==> config.mk <==
export PLATFORM = sky130hd
export DESIGN_NAME = lsu_subword_access
export DESIGN_NICKNAME = d
export VERILOG_FILES = /design/src/rtl/lsu_subword_access.sv
export SDC_FILE = /design/constraint.sdc
export NUM_CORES = 1
export LEC_CHECK = 0
export CAP_MARGIN = 20
export CORE_MARGIN = 8
export CORE_UTILIZATION = 48
export CTS_BUF_LIST = sky130_fd_sc_hd__clkbuf_4
export DETAILED_ROUTE_END_ITERATION = 10
export GPL_TIMING_DRIVEN = 0
export PLACE_DENSITY = 0.8
export SLEW_MARGIN = 20
export SYNTH_ARGS = -nofsm -noshare
export SYNTH_HDL_FRONTEND = slang
export SYNTH_SLANG_ARGS = --single-unit
==> constraint.sdc <==
create_clock -name clk -period 2.85 [get_ports clk]
set_input_delay 0.855 -clock clk [delete_from_list [all_inputs] [get_ports clk]]
set_output_delay 0.855 -clock clk [all_outputs]
set_load 0.05 [all_outputs]
==> src/rtl/lsu_subword_access.sv <==
// -----------------------------------------------------------------------------
// lsu_subword_access
//
// Load/store unit for the MEM stage. It sits between the CPU datapath and a
// word-wide data memory.
//   - Loads fetch the whole word, pick the addressed byte or half lane
//     (little-endian), and sign- or zero-extend the lane to 32 bits.
//   - Stores narrow the store data into the addressed lane. Without byte
//     strobes this is a read-modify-write (READ then WRITE). With strobes the
//     lane is written directly.
//   - Misaligned accesses and the illegal size return an error. They never
//     touch memory.
//   - A memory that does not ack within TIMEOUT cycles aborts the access
//     with an error.
//
// Optional feature macro: LSU_BYTE_STROBE_EN
//   Defining it adds the mem_be[3:0] lane-strobe output. Sub-word stores then
//   go straight to WRITE with req_wdata replicated across all lanes.
//
// Ports
//   clk, rst_n     rising-edge clock, asynchronous active-low reset
//   req_*          request handshake (valid/ready) plus the access fields
//   resp_*         one-cycle completion pulse, error flag, extended load data
//   mem_*          word-wide memory port; the request is held until mem_ack
//   mem_be         lane strobes (only when LSU_BYTE_STROBE_EN is defined)
// -----------------------------------------------------------------------------
module lsu_subword_access #(
   parameter int ADDR_W  = 32,
   parameter int TIMEOUT = 255
) (
   input  logic              clk,
   input  logic              rst_n,
   input  logic              req_valid,
   output logic              req_ready,
   input  logic              req_we,
   input  logic [1:0]        req_size,
   input  logic              req_unsig,
   input  logic [ADDR_W-1:0] req_addr,
   input  logic [31:0]       req_wdata,
   output logic              resp_valid,
   output logic              resp_err,
   output logic [31:0]       resp_rdata,
   output logic              mem_req,
   output logic              mem_we,
   output logic [ADDR_W-1:0] mem_addr,
   output logic [31:0]       mem_wdata,
`ifdef LSU_BYTE_STROBE_EN
   output logic [3:0]        mem_be,
`endif
   input  logic              mem_ack,
   input  logic [31:0]       mem_rdata
);

   localparam logic [1:0] IDLE  = 2'd0;
   localparam logic [1:0] READ  = 2'd1;
   localparam logic [1:0] WRITE = 2'd2;
   localparam logic [1:0] RESP  = 2'd3;

   localparam logic [1:0] SZ_BYTE = 2'b00;
   localparam logic [1:0] SZ_HALF = 2'b01;
   localparam logic [1:0] SZ_WORD = 2'b10;

   // Last count value at which the memory may still ack.
   localparam logic [7:0] TO_LAST = 8'(TIMEOUT - 1);

   logic [1:0]        state_q, state_d;
   logic [7:0]        cnt_q, cnt_d;
   // data_q holds the word being written, or the raw word returned by a load.
   logic [31:0]       data_q, data_d;
   logic              err_q, err_d;
   logic              we_q;
   logic [1:0]        size_q;
   logic              unsig_q;
   logic [ADDR_W-1:0] addr_q;
`ifdef LSU_BYTE_STROBE_EN
   logic [3:0]        be_q;
`else
   logic [15:0]       wdata_q;
`endif

   logic        accept;
   logic        req_bad;
   logic [7:0]  lane_b;
   logic [15:0] lane_h;
   logic [31:0] load_ext;

   assign accept = (state_q == IDLE) && req_valid;

   // Illegal size, or an access that is not naturally aligned.
   assign req_bad = (req_size == 2'b11)
                 || ((req_size == SZ_HALF) && req_addr[0])
                 || ((req_size == SZ_WORD) && (req_addr[1:0] != 2'b00));

`ifndef LSU_BYTE_STROBE_EN
   // Replace the addressed lane of the old word; every other lane is kept.
   function automatic logic [31:0] merge_lane(input logic [31:0] old_w,
                                              input logic [15:0] wd,
                                              input logic [1:0]  sz,
                                              input logic [1:0]  a);
      logic [31:0] r;
      r = old_w;
      if (sz == SZ_BYTE) r[{a, 3'b000} +: 8] = wd[7:0];
      else               r[{a[1], 4'b0000} +: 16] = wd;
      return r;
   endfunction
`endif

   // NOTE: every signal written here gets a default first. Any path that
   // leaves one unassigned would infer a latch.
   always_comb begin
      state_d = state_q;
      cnt_d   = cnt_q;
      data_d  = data_q;
      err_d   = err_q;
      unique case (state_q)
         IDLE: begin
            if (req_valid) begin
               err_d = 1'b0;
               cnt_d = '0;
               if (req_bad) begin
                  err_d   = 1'b1;
                  state_d = RESP;
               end else if (!req_we) begin
                  state_d = READ;
               end else if (req_size == SZ_WORD) begin
                  data_d  = req_wdata;
                  state_d = WRITE;
               end else begin
`ifdef LSU_BYTE_STROBE_EN
                  // The strobes pick the lane, so the data is replicated.
                  data_d  = (req_size == SZ_BYTE) ? {4{req_wdata[7:0]}}
                                                  : {2{req_wdata[15:0]}};
                  state_d = WRITE;
`else
                  state_d = READ;
`endif
               end
            end
         end
         READ: begin
            if (mem_ack) begin
`ifdef LSU_BYTE_STROBE_EN
               data_d  = mem_rdata;
               state_d = RESP;
`else
               if (we_q) begin
                  data_d  = merge_lane(mem_rdata, wdata_q, size_q, addr_q[1:0]);
                  cnt_d   = '0;
                  state_d = WRITE;
               end else begin
                  data_d  = mem_rdata;
                  state_d = RESP;
               end
`endif
            end else if (cnt_q == TO_LAST) begin
               err_d   = 1'b1;
               state_d = RESP;
            end else begin
               cnt_d = cnt_q + 8'd1;
            end
         end
         WRITE: begin
            if (mem_ack) begin
               state_d = RESP;
            end else if (cnt_q == TO_LAST) begin
               err_d   = 1'b1;
               state_d = RESP;
            end else begin
               cnt_d = cnt_q + 8'd1;
            end
         end
         RESP:    state_d = IDLE;
         default: state_d = IDLE;
      endcase
   end

   // NOTE: sequential state uses non-blocking assignments only. All flops
   // update together on the edge, so their evaluation order cannot matter.
   always_ff @(posedge clk or negedge rst_n) begin
      if (!rst_n) begin
         state_q <= IDLE;
         cnt_q   <= '0;
         // NOTE: the datapath registers are reset too. mem_wdata, mem_addr
         // and resp_rdata are derived from them and must read 0 out of reset.
         data_q  <= '0;
         err_q   <= 1'b0;
         we_q    <= 1'b0;
         size_q  <= '0;
         unsig_q <= 1'b0;
         addr_q  <= '0;
`ifdef LSU_BYTE_STROBE_EN
         be_q    <= '0;
`else
         wdata_q <= '0;
`endif
      end else begin
         state_q <= state_d;
         cnt_q   <= cnt_d;
         data_q  <= data_d;
         err_q   <= err_d;
         if (accept) begin
            we_q    <= req_we;
            size_q  <= req_size;
            unsig_q <= req_unsig;
            addr_q  <= req_addr;
`ifdef LSU_BYTE_STROBE_EN
            if (req_we && (req_size == SZ_BYTE))
               be_q <= 4'b0001 << req_addr[1:0];
            else if (req_we && (req_size == SZ_HALF))
               be_q <= req_addr[1] ? 4'b1100 : 4'b0011;
            else
               be_q <= 4'b1111;
`else
            wdata_q <= req_wdata[15:0];
`endif
         end
      end
   end

   // Lane extraction and extension of the captured load word.
   always_comb begin
      lane_b = data_q[{addr_q[1:0], 3'b000} +: 8];
      lane_h = data_q[{addr_q[1], 4'b0000} +: 16];
      unique case (size_q)
         SZ_BYTE: load_ext = unsig_q ? {24'b0, lane_b} : {{24{lane_b[7]}}, lane_b};
         SZ_HALF: load_ext = unsig_q ? {16'b0, lane_h} : {{16{lane_h[15]}}, lane_h};
         default: load_ext = data_q;
      endcase
   end

   assign req_ready  = (state_q == IDLE);
   assign resp_valid = (state_q == RESP);
   assign resp_err   = resp_valid && err_q;
   assign resp_rdata = (resp_valid && !err_q && !we_q) ? load_ext : 32'b0;

   // Decoded straight from state: an asynchronous reset drops mem_req at once.
   assign mem_req   = (state_q == READ) || (state_q == WRITE);
   assign mem_we    = (state_q == WRITE);
   assign mem_addr  = {addr_q[ADDR_W-1:2], 2'b00};
   assign mem_wdata = (state_q == WRITE) ? data_q : 32'b0;
`ifdef LSU_BYTE_STROBE_EN
   assign mem_be    = mem_req ? be_q : 4'b0000;
`endif

endmodule

==> results_dict.tcl, run 1 <==
set metrics [dict create \
    fp-row-count 41 \
    yosys_warnings 0 \
    async_flop_share_pct 100 \
    slowest_stage "dfrtp_1" \
    clock_skew_ns 0.0240 \
    core_um2 12500 \
    synth_cell_type_count 58 \
    placed_area_um2 8740 \
    p_int_uw 5520 \
    slew_headroom_pct 37.1 \
    overflow 0 \
    cp_slowest_stage_delay_ns 0.42 \
    dieArea_um2 16500 \
    cts.sink_count 95 \
    viasPerCell 6.04 \
    p_comb_share_pct 71.6 \
    initial_utilization_pct 48.6 \
    rsz0062_at_grt "true" \
    drt_first_pass_iters 5 \
    ys.flop_type "dfrtp_1" \
    peakVddDrop_v 0.000807 \
    grt_pass1_vias 6391 \
    fin_ws_ns -0.334 \
    drtAntennaViolNets 0 \
    yosys.area.top_type_share_pct 39.2 \
    crit_chain "buf_6, nor3b_4, a22oi_2, buf_4, o21a_4, a221oi_4, buf_6" \
    antenna_found_initial 1 \
    min_period_over_period_pct 112 \
    grt_pass1_wl_mm 34.7 \
    avgSynthCellArea_um2 9.92 \
    violations "setup timing" \
    yosysSeqAreaShare_pct 39.2 \
    drive_above_1_share_pct 34.4 \
    crit_top_cell "buf_6" \
    synth.largest_area_cell "dfrtp_1" \
    p_leak_uw 0.00387 \
    gp_congestion 0.922 \
    mostFrequentLayoutCell "clkdlybuf4s50_1" \
    synth-edff-count 0 \
    switchingPower_uw 5970 \
    die_h_um 128 \
    avgRoutedWirePerCell_um 22.6 \
    die_w_um 128 \
    cp-start-kind "flop" \
    endpoint_kind "primary output" \
    path_buf_inv 3 \
    crit_path_max_fanout 8 \
    p_sw_share_pct 52.0 \
    seq_power_share_pct 22.5 \
    tightest_slew_ns 0.942 \
    clk_latency_ns 0.48 \
    fmax_mhz 314 \
    cap_violations 0 \
    hpwl_mm 17.4 \
    port_buffers 202 \
    cts_buffers 9 \
    wl_mm 23.3 \
    grt_start_max_net_pins 52 \
    vias 6219 \
    synth_area_leaders "dfrtp_1, mux2_2, a221oi_1, buf_4, a2bb2oi_1" \
    outcome "finished, violations left" \
    num_antenna_cells 0 \
    root_buffer "clkbuf_4" \
    min_path_type "primary input to asynchronous set/reset pin" \
    setup_viol 32 \
    final_area_um2 9390 \
    path_delay_family "compound AO/OA/AOI/OAI gates" \
    required_ns 2.00 \
    slew_viol_final 0 \
    critPathKind "flop to primary output" \
    clk_pin_slew_worst_paths_ns 0.15 \
    synth_seq_cells 95 \
    arrival_ns 2.33 \
    p_per_area_nw_per_um2 1220 \
    synth.cell_area_um2 6060 \
    num-nets-final 969 \
    tns_ns -6.59 \
    cts.path.max_buffers 2 \
    syn_to_final_growth_pct 54.9 \
    drtIter0Drc 630 \
    p_clk_share_pct 5.9 \
    hold_viol 0 \
    pin_count 205 \
    layout_common_cells "clkdlybuf4s50_1, dfrtp_1, buf_4, mux2_2, buf_6" \
    synth_cells 611 \
    htree_levels 3 \
    drc 0 \
    grt_usage_pct 27.0 \
    cts_tree "done" \
    period_minus_slack_ns 3.18 \
]
-- per-layer routing --
| layer | share of wire, % | vias to the layer above | global-route usage, % |
|---|---|---|---|
| met2 | 47 | 340 | 44.4 |
| met3 | 9.1 | 64 | 6.62 |
| met4 | 3.3 | 2 | 10.7 |
| li1 | - | 2744 | - |
| met1 | 40 | 3069 | 33.5 |
| met5 | 0.056 | - | 0 |
-- power by group through the flow --
stage	logic [uW]	clock network (uW)	registers, uW
after floorplan	5370	0	2330
after global placement	7140	0	2530
after detailed placement	7290	0	2570
after CTS	7650	687	2550
after global routing	8640	739	2650
final	8230	673	2590
-- state kept, by name, indices dropped and copies added (netlist names) --
name	flops
err_q	1
unsig_q	1
size_q	2
cnt_q	8
state_q	2
we_q	1
data_q	32
addr_q	32
wdata_q	16
-- through the flow --
stage	total power, uW	cells	hold slack [ns]	util [%]	worst slack [ns]
6_report	11500	1029	0.274	75.3	-0.334
3_5_place_dp	9860	987	0.493	70.1	-0.966
2_1_floorplan	7690	612	0.471	-	-0.0267
5_1_grt	12000	1029	0.278	75.3	-0.430
4_1_cts	10900	1015	0.265	72.5	-0.300
3_3_place_gp	9670	986	0.488	69.8	-2.59
-- what timing repair did --
item,in CTS,in global routing
buffers inserted,12,15
gates resized for setup,437,122
setup endpoints to repair,84,65
hold buffers,0,0
pin swaps,24,11
gates cloned,1,1
-- cells in the mapped netlist, types with 20 or more instances --
| master | count |
|---|---|
| dfrtp_1 | 95 |
| mux2_2 | 59 |
| nor2_1 | 39 |
| a221oi_1 | 33 |
| and2_1 | 33 |
| buf_4 | 32 |
| clkbuf_1 | 31 |
| a2bb2oi_1 | 25 |
| inv_1 | 25 |
| nand2_1 | 25 |
| o2bb2ai_1 | 25 |
| o21ai_0 | 20 |
-- cell type report --
type,instances,area [um^2]
Clock buffer,10,75.1
Inverter,26,101
Multi-Input combinational cell,414,3680
Fill cell,873,3080
Timing Repair Buffer,231,2290
Clock inverter,6,42.5
Tap cell,172,215
Sequential cell,95,2380
Buffer,75,593
-- final timing paths --
kind	to	slack, ns	depth (start not counted)	startpoint
hold / removal	data_q[3]	0.27	1	rst_n
hold reg to reg	addr_q[6]	0.52	1	addr_q[6]
setup / recovery	resp_rdata[13]	-0.33	7	size_q[0]
setup reg to reg	data_q[10]	0.14	7	addr_q[1]
max in group asynchronous	data_q[29]	1.98	2	rst_n
min in group clk	addr_q[6]	0.52	1	addr_q[6]
-- cell families after synthesis --
| logic type | share of synthesized area, % |
|---|---|
| other cells | 0.0619 |
| buf+inv | 8.63 |
| flops | 39.2 |
| simple gates | 12.9 |
| mux | 11.5 |
| compound gates | 25.0 |
| fa+ha+maj | 2.68 |
No activity file was read; power rests on OpenSTA's default activity.
==> run 2: changes to the inputs <==
Settings changed: PLACE_DENSITY 0.8 to 0.83.
==> results_dict.tcl, run 2 (synthesis results as in run 1) <==
set metrics [dict create \
    setup_viol 32 \
    root_buffer "clkbuf_4" \
    whs_ns 0.256 \
    drtIter0Drc 473 \
    drtAntennaViolNets 0 \
    fin_util_pct 76.7 \
    hpwl_mm 17.1 \
    port_buffers 202 \
    initial_utilization_pct 48.6 \
    fmax_mhz 314 \
    cts_tree "done" \
    overflow 0 \
    rr_startpoint "addr_q[0]" \
    dieArea_um2 16500 \
    hold_viol 0 \
    avgRoutedWirePerCell_um 22.1 \
    fp-row-count 41 \
    num-nets-final 978 \
    drt_first_pass_iters 5 \
    endpoint_kind "primary output" \
    min_path_type "primary input to asynchronous set/reset pin" \
    violations "setup timing" \
    drc 0 \
    syn_to_final_growth_pct 57.8 \
    cap_violations 0 \
    grt_usage_pct 27.3 \
    pin_count 205 \
    cts.path.max_buffers 2 \
    grt_pass1_vias 6234 \
    fin_ws_ns -0.339 \
    drive_above_1_share_pct 35.5 \
    slowest_stage "dfrtp_2" \
    p_per_area_nw_per_um2 1220 \
    crit_chain "mux2_2, nand2_1, a21o_4, buf_12, a211oi_4, buf_6" \
    place_ws_ns -0.908 \
    viasPerCell 5.98 \
    slew_viol_final 0 \
    crit_path_max_fanout 6 \
    mostFrequentLayoutCell "clkdlybuf4s50_1" \
    die_w_um 128 \
    cp_slowest_stage_delay_ns 0.50 \
    cts_buffers 9 \
    wl_mm 23.0 \
    arrival_ns 2.33 \
    clk_latency_ns 0.48 \
    peakVddDrop_v 0.000697 \
    required_ns 2.00 \
    htree_levels 3 \
    gp_congestion 0.965 \
    min_period_over_period_pct 112 \
    clk_pin_slew_worst_paths_ns 0.17 \
    critPathKind "flop to primary output" \
    core_um2 12500 \
    slew_headroom_pct 33.3 \
    fillers 872 \
    layout_common_cells "clkdlybuf4s50_1, dfrtp_1, buf_4, mux2_2, buf_6" \
    clock_skew_ns 0.0238 \
    vias 6214 \
    cts.sink_count 95 \
    p_leak_uw 0.00396 \
    grt_start_max_net_pins 56 \
    grt_pass1_wl_mm 35.3 \
    crit_start "addr_q[1]" \
    tightest_slew_ns 0.999 \
    antenna_found_initial 1 \
    die_h_um 128 \
    cp-start-kind "flop" \
    outcome "finished, violations left" \
    rsz0062_at_grt "true" \
    largestRegisters "addr_q (32), data_q (32), wdata_q (16)" \
    period_minus_slack_ns 3.19 \
]
==> run 2: timing repair <==
| item | in CTS | in global routing |
|---|---|---|
| setup endpoints to repair | 84 | 67 |
| cloned | 3 | 1 |
| buffers inserted | 20 | 13 |
| hold buffers | 0 | 0 |
| gates resized for setup | 478 | 78 |
| pin swaps | 24 | 27 |
==> run 2: worst paths after layout <==
path                            cells after the start  slack, ns        endpoint
worst max-delay path                                6      -0.34  resp_rdata[25]
worst min-delay path                                1       0.26     wdata_q[12]
worst max register to register                      8       0.13      data_q[11]
worst min register to register                      1       0.52      addr_q[15]
max in group asynchronous                           2       1.99      data_q[20]
min in group clk                                    1       0.52      addr_q[15]
==> run 2: metal layers <==
metal	track usage (%)	routed length, um	vias to the layer above
met5	0	0	-
met4	9.23	429	0
met3	6.58	2230	32
met2	44.8	11100	336
met1	34.6	9200	3079
li1	-	-	2767
==> run 2: stage by stage <==
| step | std cells | instance area [um^2] | TNS (ns) | total power [uW] |
|---|---|---|---|---|
| floorplan | 612 | 6470 | -0.0534 | 7690 |
| global placement | 986 | 8710 | -285.16 | 9660 |
| detailed placement | 987 | 8740 | -46.65 | 9830 |
| CTS | 1025 | 9330 | -7.70 | 11100 |
| global route | 1039 | 9560 | -10.74 | 12200 |
| finish | 1039 | 9560 | -8.29 | 11600 |
==> run 2: power breakdown <==
part / internal, uW / total, uW / switching, uW / leakage [uW]
Combinational: 3450 / 8360 / 4920 / 0.00274
Clock: 195 / 690 / 495 / 0.0000683
Sequential: 1970 / 2570 / 606 / 0.00116
==> run 2: area by class of cell <==
class / instances / area [um^2] / share of cell area [%]
sequential: 95 / 2380 / 24.9
clock inverter: 6 / 46.3 / 0.484
timing repair buffer: 239 / 2390 / 25.0
tap: 172 / 215 / 2.25
buffer: 76 / 622 / 6.50
inverter: 26 / 101 / 1.06
multi-input combinational: 414 / 3730 / 39.0
clock buffer: 10 / 75.1 / 0.785
antenna: 1 / 2.50 / 0.0262
==> run 2: worst max-delay path, delay by kind of cell (launching register included) <==
family                 cells  cell delay, ns
AOI/OAI and AO/OA          2            0.52
DFF                        1            0.50
buffers and inverters      2            0.36
muxes                      1            0.31
and+or+nand+nor            1            0.15
